### config.mk
export PLATFORM = sky130hd
export DESIGN_NAME = dram_arbiter_flat
export DESIGN_NICKNAME = d
export VERILOG_FILES = /design/src/rtl/dram_arb_pkg.sv /design/src/rtl/dram_arbiter_if.sv /design/src/rtl/dram_rsp_reg.sv /design/src/rtl/dram_arbiter.sv /design/src/flat_wrapper.sv
export SDC_FILE = /design/constraint.sdc
export NUM_CORES = 1
export LEC_CHECK = 0
export CAP_MARGIN = 20
export CORE_AREA = 2 2 120 122
export CTS_BUF_LIST = sky130_fd_sc_hd__clkbuf_8 sky130_fd_sc_hd__clkbuf_16
export CTS_CLUSTER_SIZE = 20
export DETAILED_ROUTE_END_ITERATION = 7
export DIE_AREA = 0 0 122 124
export PLACE_DENSITY_LB_ADDON = 0.2
export SETUP_SLACK_MARGIN = 0.3
export SYNTH_ARGS = -nofsm -noshare
export SYNTH_HDL_FRONTEND = slang
export SYNTH_SLANG_ARGS = --single-unit
### constraint.sdc
create_clock -name clk -period 4.7 [get_ports clk]
set_input_delay 0.47 -clock clk [delete_from_list [all_inputs] [get_ports clk]]
set_output_delay 0.47 -clock clk [all_outputs]
set_load 0.01 [all_outputs]
### src/rtl/dram_arb_pkg.sv
// Shared types and defaults for the data-RAM arbiter between the core LSU and DMA.
package dram_arb_pkg;

    localparam int DEF_STARVE_MAX = 8;
    localparam int DEF_BURST_MAX  = 16;
    localparam int REQ_AW         = 32;

    typedef enum logic {
        ARB,
        BURST
    } state_t;

    typedef struct packed {
        logic              we;
        logic [3:0]        be;
        logic [REQ_AW-1:0] addr;
        logic [31:0]       wdat;
        logic              last;
    } req_t;

endpackage

### src/rtl/dram_arbiter_if.sv
// Core, DMA and RAM-side signals of the data-RAM arbiter; master = requesters/RAM, slave = arbiter.
interface dram_arbiter_if #(
    parameter int AW = 32
);
    logic          c_req;
    logic          c_we;
    logic [3:0]    c_be;
    logic [AW-1:0] c_addr;
    logic [31:0]   c_wdat;
    logic          c_gnt;
    logic          c_rvalid;
    logic [31:0]   c_rdata;

    logic          d_req;
    logic          d_we;
    logic [3:0]    d_be;
    logic [AW-1:0] d_addr;
    logic [31:0]   d_wdat;
    logic          d_last;
    logic          d_gnt;
    logic          d_rvalid;
    logic [31:0]   d_rdata;

    logic          dram_we;
    logic [3:0]    dram_we_byte;
    logic          dram_rd;
    logic [AW-1:0] dram_addr;
    logic [31:0]   dram_wdat;
    logic [31:0]   dram_dout;

    modport master (
        output c_req, c_we, c_be, c_addr, c_wdat,
        input  c_gnt, c_rvalid, c_rdata,
        output d_req, d_we, d_be, d_addr, d_wdat, d_last,
        input  d_gnt, d_rvalid, d_rdata,
        input  dram_we, dram_we_byte, dram_rd, dram_addr, dram_wdat,
        output dram_dout
    );

    modport slave (
        input  c_req, c_we, c_be, c_addr, c_wdat,
        output c_gnt, c_rvalid, c_rdata,
        input  d_req, d_we, d_be, d_addr, d_wdat, d_last,
        output d_gnt, d_rvalid, d_rdata,
        output dram_we, dram_we_byte, dram_rd, dram_addr, dram_wdat,
        input  dram_dout
    );

endinterface

### src/rtl/dram_rsp_reg.sv
// Captures RAM read data on a granted read and returns it to the owning port one cycle later.
module dram_rsp_reg (
    input  logic        clk,
    input  logic        rst,
    input  logic        c_rd,
    input  logic        d_rd,
    input  logic [31:0] dram_dout,
    output logic        c_rvalid,
    output logic [31:0] c_rdata,
    output logic        d_rvalid,
    output logic [31:0] d_rdata
);

    always_ff @(posedge clk or posedge rst) begin
        if (rst) begin
            c_rvalid <= 1'b0;
            d_rvalid <= 1'b0;
            c_rdata  <= '0;
            d_rdata  <= '0;
        end else begin
            c_rvalid <= c_rd;
            d_rvalid <= d_rd;
            if (c_rd) c_rdata <= dram_dout;
            if (d_rd) d_rdata <= dram_dout;
        end
    end

endmodule

### src/rtl/dram_arbiter.sv
// Single-port data-RAM arbiter: core priority, DMA anti-starvation and DMA burst locking.
module dram_arbiter
    import dram_arb_pkg::*;
#(
    parameter int STARVE_MAX = DEF_STARVE_MAX,
    parameter int BURST_MAX  = DEF_BURST_MAX,
    parameter int AW         = 32
) (
    input  logic           clk,
    input  logic           rst,
    dram_arbiter_if.slave  bus
);

    localparam int SW = $clog2(STARVE_MAX + 1);
    localparam int BW = $clog2(BURST_MAX + 1);
    localparam logic [SW-1:0] STARVE_LIM = SW'(STARVE_MAX);
    localparam logic [BW-1:0] BURST_LIM  = BW'(BURST_MAX);

    state_t        state, state_n;
    logic [SW-1:0] starve_cnt, starve_n;
    logic [BW-1:0] beat_cnt, beat_n;
    logic          c_gnt, d_gnt, any_gnt;
    req_t          c_r, d_r, sel;

    always_ff @(posedge clk or posedge rst) begin
        if (rst) begin
            state      <= ARB;
            starve_cnt <= '0;
            beat_cnt   <= '0;
        end else begin
            state      <= state_n;
            starve_cnt <= starve_n;
            beat_cnt   <= beat_n;
        end
    end

    // Grants are suppressed while reset is asserted so no RAM access starts then.
    always_comb begin
        c_gnt = 1'b0;
        d_gnt = 1'b0;
        if (!rst) begin
            unique case (state)
                ARB: begin
                    if (bus.d_req && (!bus.c_req || starve_cnt == STARVE_LIM)) d_gnt = 1'b1;
                    else if (bus.c_req)                                       c_gnt = 1'b1;
                end
                BURST: begin
                    if (bus.c_req && (beat_cnt == BURST_LIM || !bus.d_req)) c_gnt = 1'b1;
                    else if (bus.d_req)                                    d_gnt = 1'b1;
                end
                default: ;
            endcase
        end
    end

    always_comb begin
        c_r = '{we: bus.c_we, be: bus.c_be, addr: REQ_AW'(bus.c_addr),
                wdat: bus.c_wdat, last: 1'b1};
        d_r = '{we: bus.d_we, be: bus.d_be, addr: REQ_AW'(bus.d_addr),
                wdat: bus.d_wdat, last: bus.d_last};
        sel     = d_gnt ? d_r : c_r;
        any_gnt = c_gnt | d_gnt;
    end

    always_comb begin
        state_n  = state;
        starve_n = starve_cnt;
        beat_n   = beat_cnt;

        if (d_gnt)                                      starve_n = '0;
        else if (bus.d_req && starve_cnt != STARVE_LIM) starve_n = starve_cnt + 1'b1;

        unique case (state)
            ARB: begin
                if (d_gnt && !sel.last) begin
                    state_n = BURST;
                    beat_n  = BW'(1);
                end
            end
            BURST: begin
                if (d_gnt) begin
                    if (sel.last) begin
                        state_n = ARB;
                        beat_n  = '0;
                    end else if (beat_cnt != BURST_LIM) begin
                        beat_n = beat_cnt + 1'b1;
                    end
                end else if (c_gnt && beat_cnt == BURST_LIM) begin
                    beat_n = '0;
                end
            end
            default: ;
        endcase
    end

    always_comb begin
        bus.c_gnt        = c_gnt;
        bus.d_gnt        = d_gnt;
        bus.dram_we      = any_gnt & sel.we;
        bus.dram_rd      = any_gnt & ~sel.we;
        bus.dram_we_byte = (any_gnt & sel.we) ? sel.be : '0;
        bus.dram_addr    = AW'(sel.addr);
        bus.dram_wdat    = sel.wdat;
    end

    dram_rsp_reg u_rsp (
        .clk       (clk),
        .rst       (rst),
        .c_rd      (c_gnt & ~bus.c_we),
        .d_rd      (d_gnt & ~bus.d_we),
        .dram_dout (bus.dram_dout),
        .c_rvalid  (bus.c_rvalid),
        .c_rdata   (bus.c_rdata),
        .d_rvalid  (bus.d_rvalid),
        .d_rdata   (bus.d_rdata)
    );

endmodule

### src/flat_wrapper.sv
// flat-port wrapper written by rule: the top's interface ports become plain ports
module dram_arbiter_flat import dram_arb_pkg::*;
#(
    parameter int STARVE_MAX = DEF_STARVE_MAX,
    parameter int BURST_MAX  = DEF_BURST_MAX,
    parameter int AW         = 32
)
  (clk, rst, bus_c_req, bus_c_we, bus_c_be, bus_c_addr, bus_c_wdat, bus_c_gnt, bus_c_rvalid, bus_c_rdata, bus_d_req, bus_d_we, bus_d_be, bus_d_addr, bus_d_wdat, bus_d_last, bus_d_gnt, bus_d_rvalid, bus_d_rdata, bus_dram_we, bus_dram_we_byte, bus_dram_rd, bus_dram_addr, bus_dram_wdat, bus_dram_dout);
  dram_arbiter_if #(.AW(AW)) bus_i ();
  input  logic clk;
  input  logic rst;
  input wire logic [$bits(bus_i.c_req)-1:0] bus_c_req;
  input wire logic [$bits(bus_i.c_we)-1:0] bus_c_we;
  input wire logic [$bits(bus_i.c_be)-1:0] bus_c_be;
  input wire logic [$bits(bus_i.c_addr)-1:0] bus_c_addr;
  input wire logic [$bits(bus_i.c_wdat)-1:0] bus_c_wdat;
  output wire logic [$bits(bus_i.c_gnt)-1:0] bus_c_gnt;
  output wire logic [$bits(bus_i.c_rvalid)-1:0] bus_c_rvalid;
  output wire logic [$bits(bus_i.c_rdata)-1:0] bus_c_rdata;
  input wire logic [$bits(bus_i.d_req)-1:0] bus_d_req;
  input wire logic [$bits(bus_i.d_we)-1:0] bus_d_we;
  input wire logic [$bits(bus_i.d_be)-1:0] bus_d_be;
  input wire logic [$bits(bus_i.d_addr)-1:0] bus_d_addr;
  input wire logic [$bits(bus_i.d_wdat)-1:0] bus_d_wdat;
  input wire logic [$bits(bus_i.d_last)-1:0] bus_d_last;
  output wire logic [$bits(bus_i.d_gnt)-1:0] bus_d_gnt;
  output wire logic [$bits(bus_i.d_rvalid)-1:0] bus_d_rvalid;
  output wire logic [$bits(bus_i.d_rdata)-1:0] bus_d_rdata;
  output wire logic [$bits(bus_i.dram_we)-1:0] bus_dram_we;
  output wire logic [$bits(bus_i.dram_we_byte)-1:0] bus_dram_we_byte;
  output wire logic [$bits(bus_i.dram_rd)-1:0] bus_dram_rd;
  output wire logic [$bits(bus_i.dram_addr)-1:0] bus_dram_addr;
  output wire logic [$bits(bus_i.dram_wdat)-1:0] bus_dram_wdat;
  input wire logic [$bits(bus_i.dram_dout)-1:0] bus_dram_dout;
  assign bus_i.c_req = bus_c_req;
  assign bus_i.c_we = bus_c_we;
  assign bus_i.c_be = bus_c_be;
  assign bus_i.c_addr = bus_c_addr;
  assign bus_i.c_wdat = bus_c_wdat;
  assign bus_c_gnt = bus_i.c_gnt;
  assign bus_c_rvalid = bus_i.c_rvalid;
  assign bus_c_rdata = bus_i.c_rdata;
  assign bus_i.d_req = bus_d_req;
  assign bus_i.d_we = bus_d_we;
  assign bus_i.d_be = bus_d_be;
  assign bus_i.d_addr = bus_d_addr;
  assign bus_i.d_wdat = bus_d_wdat;
  assign bus_i.d_last = bus_d_last;
  assign bus_d_gnt = bus_i.d_gnt;
  assign bus_d_rvalid = bus_i.d_rvalid;
  assign bus_d_rdata = bus_i.d_rdata;
  assign bus_dram_we = bus_i.dram_we;
  assign bus_dram_we_byte = bus_i.dram_we_byte;
  assign bus_dram_rd = bus_i.dram_rd;
  assign bus_dram_addr = bus_i.dram_addr;
  assign bus_dram_wdat = bus_i.dram_wdat;
  assign bus_i.dram_dout = bus_dram_dout;
  dram_arbiter #(.STARVE_MAX(STARVE_MAX), .BURST_MAX(BURST_MAX), .AW(AW)) u_core (.clk(clk), .rst(rst), .bus(bus_i));
endmodule
==> impl_metrics.toml, run 1 <==
[detailed_routing]
routed_wl_mm = 17.1
via_per_inst = 4.56
antenna_left = 0
drc = 0
dr.pass1.iters = 4
drt_iter0_drc = 86
vias = 3629
routedWlPerCell_um = 21.5

[cells_and_area]
fill_cells = 1193
nets = 788
multi_input_area_um2 = 1960
syn2layout_area_growth_pct = 91.2
drive_gt1_frac = 0.252
seqCellArea_um2 = 1900

[clock_tree]
cts_setup_buffers = 0
hold_buffers = 0
ctsResizeCount = 0
clk_pin_slew_ns = 0.06
clk_latency_ns = 0.33
cts-root-buf = "clkbuf_16"
cts_tree = "done"
numCtsBuffers = 9
clock_sinks = 76
htree_levels = 3
clockBufferDepth = 2

[power_and_ir_drop]
p_per_area_nw_per_um2 = 360
irDropWorstVdd_mv = 0.247
power_leakage_nw = 3.00

[setup_path]
r2r-start = "u_core.starve_cnt[0]"
critPathLaunchType = "flop"
crit_arrival_ns = 3.45
r2r_end = "u_core.u_rsp.d_rdata[29]"
crit_path_max_incr_delay_ns = 0.58
critical_path.slowest_cell = "a21oi_4"
crit_chain = "inv_1 -> ha_1 -> nand3b_1 -> mux2_4 -> a21oi_4 -> buf_4 -> mux2_2 -> clkdlybuf4s50_1"
cp.required_ns = 4.23
critPathMaxFanout = 19
crit_type = "flop to output port"
r2r_slack_ns = 2.17
rr_worst_depth = 7
crit_path_end_kind = "output port"
timing.critical_path.from = "u_core.starve_cnt[0]"

[yosys]
synthSimpleGateAreaFrac = 0.0449
synthFlopType = "dfrtp_1"
synth_edf_count = 0
yosys_warnings = 0
yosys-mux-area-fraction = 0.383
synth_compound_area_frac = 0.0358
yosys.cell_types.count = 34
synth_fa_ha_area_frac = 0.0126
avgSynthCellArea_um2 = 13.5
synthCells = 296
netlist_top_cells_area = "dfrtp_1 48%, mux2_2 36%, mux2i_1 1.8%"
synth_top_family_by_area = "multiplexers"
ys_seq_area_frac = 0.477
synth_top_cell_by_area = "dfrtp_1"
netlist.area_leader.share = 0.477
ys_top_cells_by_count = "126 x mux2_2, 76 x dfrtp_1, 10 x nand2_1"
synth_seq_cells = 76
synth_xor_area_frac = 0.0110
synth.most_common_cell = "mux2_2"
syn_area_um2 = 3980
syn_nets = 475
async_flop_share = 1.00

[run]
drv_cap = 0

[placed_design]
pre_cts_ws_ns = 0.894
finalWeightedCongestion = 0.870
hpwlAfterDp_mm = 14.0
io_buffers = 312

[timing]
rsz0062_at_grt = "no"
tightest_slew_ns = 0.695
relSlewSlack = 0.536
fin_skew_ns = 0.00763
timing.fmax_mhz = 255
finalSetupTns_ns = 0
hold_violations = 0
setup_slack_ns = 0.776
fin_crit_ns = 3.92
hold_ws_ns = 0.496
setup_violations = 0
fin_crit_sh = 0.835
slew_viol_final = 0

[grt]
antenna_found_initial = 2
grt.total_usage = 0.216
grt_max_degree = 49
grt_pass1_wl_mm = 23.5
overflow = 0
grt_pass1_vias = 3804

[die]
fp.dieH_um = 124
coreArea_um2 = 13700
pin_count = 313
start_util = 0.290
die_x_um = 122
die_area_um2 = 15100
core.rowCount = 43

[run_status]
status = "completed"

[worst_hold_path]
worstHoldEndpoint = "u_core.u_rsp.d_rdata[14]"
min_path_type = "flop to flop"
hold_path_depth = 1
hp-start = "u_core.u_rsp.d_rdata[14]"
-- layout make-up --
class                   count  area share
clock buffers              11      0.0332
clock inverters             5     0.00772
flip-flops and latches     76       0.250
repair buffers            318       0.419
inverters                   7     0.00345
multi-input cells         197       0.257
well taps                 180      0.0296
diodes                      1    0.000329
-- power by group --
part | internal (W) | switching (W) | leakage, nW
clock | 0.000441 | 0.000267 | 0.154
sequential | 0.000837 | 0.000108 | 0.915
combinational | 0.000692 | 0.000398 | 1.93
-- kinds of logic (layout without fill, tap and decap cells) --
logic type	after synthesis	after routing
muxes	136	136
DFF	76	76
and+or+nand+nor	34	34
buffers and inverters	23	341
AOI/OAI and AO/OA	18	18
xor gates and xnor gates	5	5
adders and majority gates	4	4
other	0	1
-- routing by layer --
layer / vias up / global-route usage / share of wire
li1: 1702 / - / -
met1: 1749 / 0.241 / 0.37
met2: 151 / 0.373 / 0.51
met3: 25 / 0.0765 / 0.085
met4: 2 / 0.0934 / 0.031
met5: - / 0 / 0.00076
-- worst max path at each step --
stage          cells after the start          endpoint
6_report                           8  bus_dram_addr[2]
5_1_grt                            8  bus_dram_addr[2]
4_1_cts                            8  bus_dram_addr[2]
3_5_place_dp                       6  bus_dram_addr[2]
3_3_place_gp                       6  bus_dram_addr[2]
2_1_floorplan                      8       bus_dram_we
-- per-stage QoR --
stage	cell area [um2]	instances	total power, W	util
floorplan	3980	296	0.00138	-
finish	7620	795	0.00274	0.555
global placement	7280	777	0.00203	0.531
detailed placement	7280	777	0.00205	0.531
CTS	7590	793	0.00278	0.554
global route	7610	794	0.00289	0.555
-- critical path, delay by kind of cell, from the launching register on --
family | cells | cell delay [ns]
flip-flops | 1 | 0.39
buffers and inverters | 3 | 1.02
AO/OA/AOI/OAI | 1 | 0.58
adder cells (fa/ha/maj) | 1 | 0.15
multiplexers | 2 | 0.75
AND/OR/NAND/NOR | 1 | 0.23
-- flip-flops by register name (all words and copies together) (netlist names), named ones only --
register,cells
u_core.starve_cnt,4
u_core.u_rsp.d_rdata,32
u_core.u_rsp.d_rvalid,1
u_core.u_rsp.c_rvalid,1
u_core.beat_cnt,5
u_core.u_rsp.c_rdata,32
-- cells in the final DEF (no fill, tap or decap), types with 5 or more instances in the layout --
cell	count
clkdlybuf4s50_1	312
mux2_2	126
dfrtp_1	76
nand2_1	10
nand3_1	9
clkbuf_16	9
mux2i_1	7
inv_1	7
nor2_1	6
o21ai_0	5
Note: power is estimated with default switching activity, not from simulation.
==> run 2, diff against run 1 <==
--- a/config.mk
+++ b/config.mk
@@ -6,11 +6,11 @@
 export NUM_CORES = 1
 export LEC_CHECK = 0
 export CAP_MARGIN = 20
-export CORE_AREA = 2 2 120 122
+export CORE_AREA = 2 2 122 124
 export CTS_BUF_LIST = sky130_fd_sc_hd__clkbuf_8 sky130_fd_sc_hd__clkbuf_16
 export CTS_CLUSTER_SIZE = 20
 export DETAILED_ROUTE_END_ITERATION = 7
-export DIE_AREA = 0 0 122 124
+export DIE_AREA = 0 0 124 126
 export PLACE_DENSITY_LB_ADDON = 0.2
 export SETUP_SLACK_MARGIN = 0.3
 export SYNTH_ARGS = -nofsm -noshare
==> constraint.sdc (replaced) <==
create_clock -name clk -period 3.2 [get_ports clk]
set_input_delay 0.32 -clock clk [delete_from_list [all_inputs] [get_ports clk]]
set_output_delay 0.32 -clock clk [all_outputs]
set_load 0.01 [all_outputs]
==> run 2 against run 1 <==
  * Design area grew 2.1%
  * Register-to-register slack got worse by 1.5 ns
  * Via count increased by 4.5%
  * Cell count is 3.5% higher
  * Non-clock buffer count is 25 higher
  * Clock skew decreased by 0.0010 ns
  * Clock-buffer cell count did not move
  * Flip-flop and latch count is the same
  * Routed wire length grew 7.8%
  * Largest cell class unchanged
==> impl_metrics.toml, run 2 (synthesized netlist as in run 1, its figures left out) <==
[detailed_routing]
drc = 0
drt_iter0_drc = 116
antenna_left = 0
dr.pass1.iters = 4
vias = 3791
routed_wl_mm = 18.4
routedWlPerCell_um = 22.4
via_per_inst = 4.61

[setup_path]
r2r-start = "u_core.beat_cnt[0]"
r2r_slack_ns = 0.70
crit_arrival_ns = 2.58
rr_worst_depth = 8
cp.required_ns = 2.88
crit_type = "flop to output port"
critical_path.slowest_cell = "dfrtp_1"
crit_chain = "inv_2 -> ha_4 -> and4bb_2 -> mux2_4 -> a21oi_4 -> buf_12 -> bufbuf_16 -> mux2_2 -> clkbuf_2"
r2r_end = "u_core.u_rsp.d_rdata[12]"
crit_path_max_incr_delay_ns = 0.37
crit_path_end_kind = "output port"
critPathLaunchType = "flop"
critPathMaxFanout = 8

[clock_tree]
cts_tree = "done"
cts-root-buf = "clkbuf_16"
clk_pin_slew_ns = 0.06
htree_levels = 3
clockBufferDepth = 2
clock_sinks = 76
numCtsBuffers = 9
clk_latency_ns = 0.33
hold_buffers = 0

[grt]
overflow = 0
grt.total_usage = 0.228
grt_pass1_wl_mm = 25.7
grt_max_degree = 34
antenna_found_initial = 1
grt_pass1_vias = 4181

[run_status]
status = "completed"

[power_and_ir_drop]
combPwrFrac = 0.422
swShare = 0.296
intPower_w = 0.00288
p_clk_frac = 0.240
irDropWorstVdd_mv = 0.388
p_seq_frac = 0.338
p_sw_w = 0.00121
p_per_area_nw_per_um2 = 526
power_leakage_nw = 3.25

[placed_design]
pre_cts_ws_ns = 0.130
hpwlAfterDp_mm = 14.2
finalWeightedCongestion = 0.922
io_buffers = 312

[die]
coreArea_um2 = 14300
pin_count = 313
die_area_um2 = 15600
start_util = 0.278
die_x_um = 124
core.rowCount = 44
fp.dieH_um = 126

[cells_and_area]
diodes = 0
fill_cells = 1259
reg_top3 = "u_core.u_rsp.c_rdata (32), u_core.u_rsp.d_rdata (32), u_core.beat_cnt (5)"
syn2layout_area_growth_pct = 95.2
final_common_cell = "clkdlybuf4s50_1"
nets = 813
mostFrequentLayoutCells = "241 x clkdlybuf4s50_1, 122 x mux2_2, 76 x dfrtp_1"
drive_gt1_frac = 0.402

[timing]
fin_crit_sh = 0.905
rsz0062_at_grt = "yes"
tightest_slew_ns = 0.523
hold_violations = 0
fin_skew_ns = 0.00661
timing.fmax_mhz = 345
setup_violations = 0
relSlewSlack = 0.643
fin_crit_ns = 2.90
setup_slack_ns = 0.303
finalSetupTns_ns = 0
slew_viol_final = 0

[worst_hold_path]
min_path_type = "input pin to async pin"

[run]
drv_cap = 0
-- run 2: stage by stage --
stage	power [W]	cell area, um2	hold slack, ns	util	cells
2_1_floorplan	0.00202	3980	0.413	-	296
3_3_place_gp	0.00299	7320	0.470	0.511	784
3_5_place_dp	0.00303	7320	0.485	0.511	784
4_1_cts	0.00410	7890	0.462	0.551	816
5_1_grt	0.00431	7780	0.506	0.543	823
6_report	0.00409	7780	0.465	0.543	823
-- run 2: critical path, delay by kind of cell (launching register included) --
| family | cells | cell delay, ns |
|---|---|---|
| simple gates | 1 | 0.25 |
| fa+ha+maj | 1 | 0.16 |
| compound gates | 1 | 0.17 |
| flops | 1 | 0.37 |
| mux | 2 | 0.63 |
| buf+inv | 4 | 0.66 |
-- run 2: metal layers --
layer / wire, um / share of wire / GRT usage / vias up
li1: - / - / - / 1746
met1: 6940 / 0.38 / 0.254 / 1828
met2: 9270 / 0.50 / 0.405 / 193
met3: 1820 / 0.098 / 0.0765 / 22
met4: 399 / 0.022 / 0.0734 / 2
met5: 13 / 0.00070 / 0 / -
-- run 2: power groups by stage --
stage	combinational, W	sequential [W]	clock [W]
after CTS	0.00170	0.00139	0.00101
final	0.00172	0.00138	0.000981
after global routing	0.00183	0.00142	0.00106
after global placement	0.00161	0.00139	0
after detailed placement	0.00163	0.00140	0
after floorplan	0.000529	0.00150	0
-- run 2: how the worst max path moves through the flow --
stage / from / end / depth (start not counted)
finish: u_core.beat_cnt[0] / bus_dram_wdat[15] / 9
global placement: u_core.beat_cnt[0] / bus_dram_we_byte[0] / 8
detailed placement: u_core.beat_cnt[0] / bus_dram_we_byte[0] / 8
floorplan: u_core.beat_cnt[0] / bus_dram_we / 8
CTS: u_core.beat_cnt[0] / bus_dram_we_byte[0] / 10
global route: u_core.beat_cnt[0] / bus_dram_we_byte[0] / 10
-- run 2: final cells by class --
cell class	instances	area, um2	area share
repair buffers	343	3310	0.425
multi-input cells	197	2010	0.259
flip-flops and latches	76	1900	0.245
clock buffers	11	253	0.0325
well taps	184	230	0.0296
clock inverters	5	45.0	0.00579
inverters	7	26.3	0.00338
-- run 2: repair_timing --
item,in CTS,in global routing
resized for setup,144,109
gates cloned,7,1
endpoints found under the setup margin,71,62
pin swaps,1,1
setup buffers,9,6
==> run 3, diff against run 2 <==
--- a/config.mk
+++ b/config.mk
@@ -5,7 +5,6 @@
 export SDC_FILE = /design/constraint.sdc
 export NUM_CORES = 1
 export LEC_CHECK = 0
-export CAP_MARGIN = 20
 export CORE_AREA = 2 2 122 124
 export CTS_BUF_LIST = sky130_fd_sc_hd__clkbuf_8 sky130_fd_sc_hd__clkbuf_16
 export CTS_CLUSTER_SIZE = 20
==> results of run 3 <==
Same layout as run 2: the final DEF is identical, and so are final timing and power.
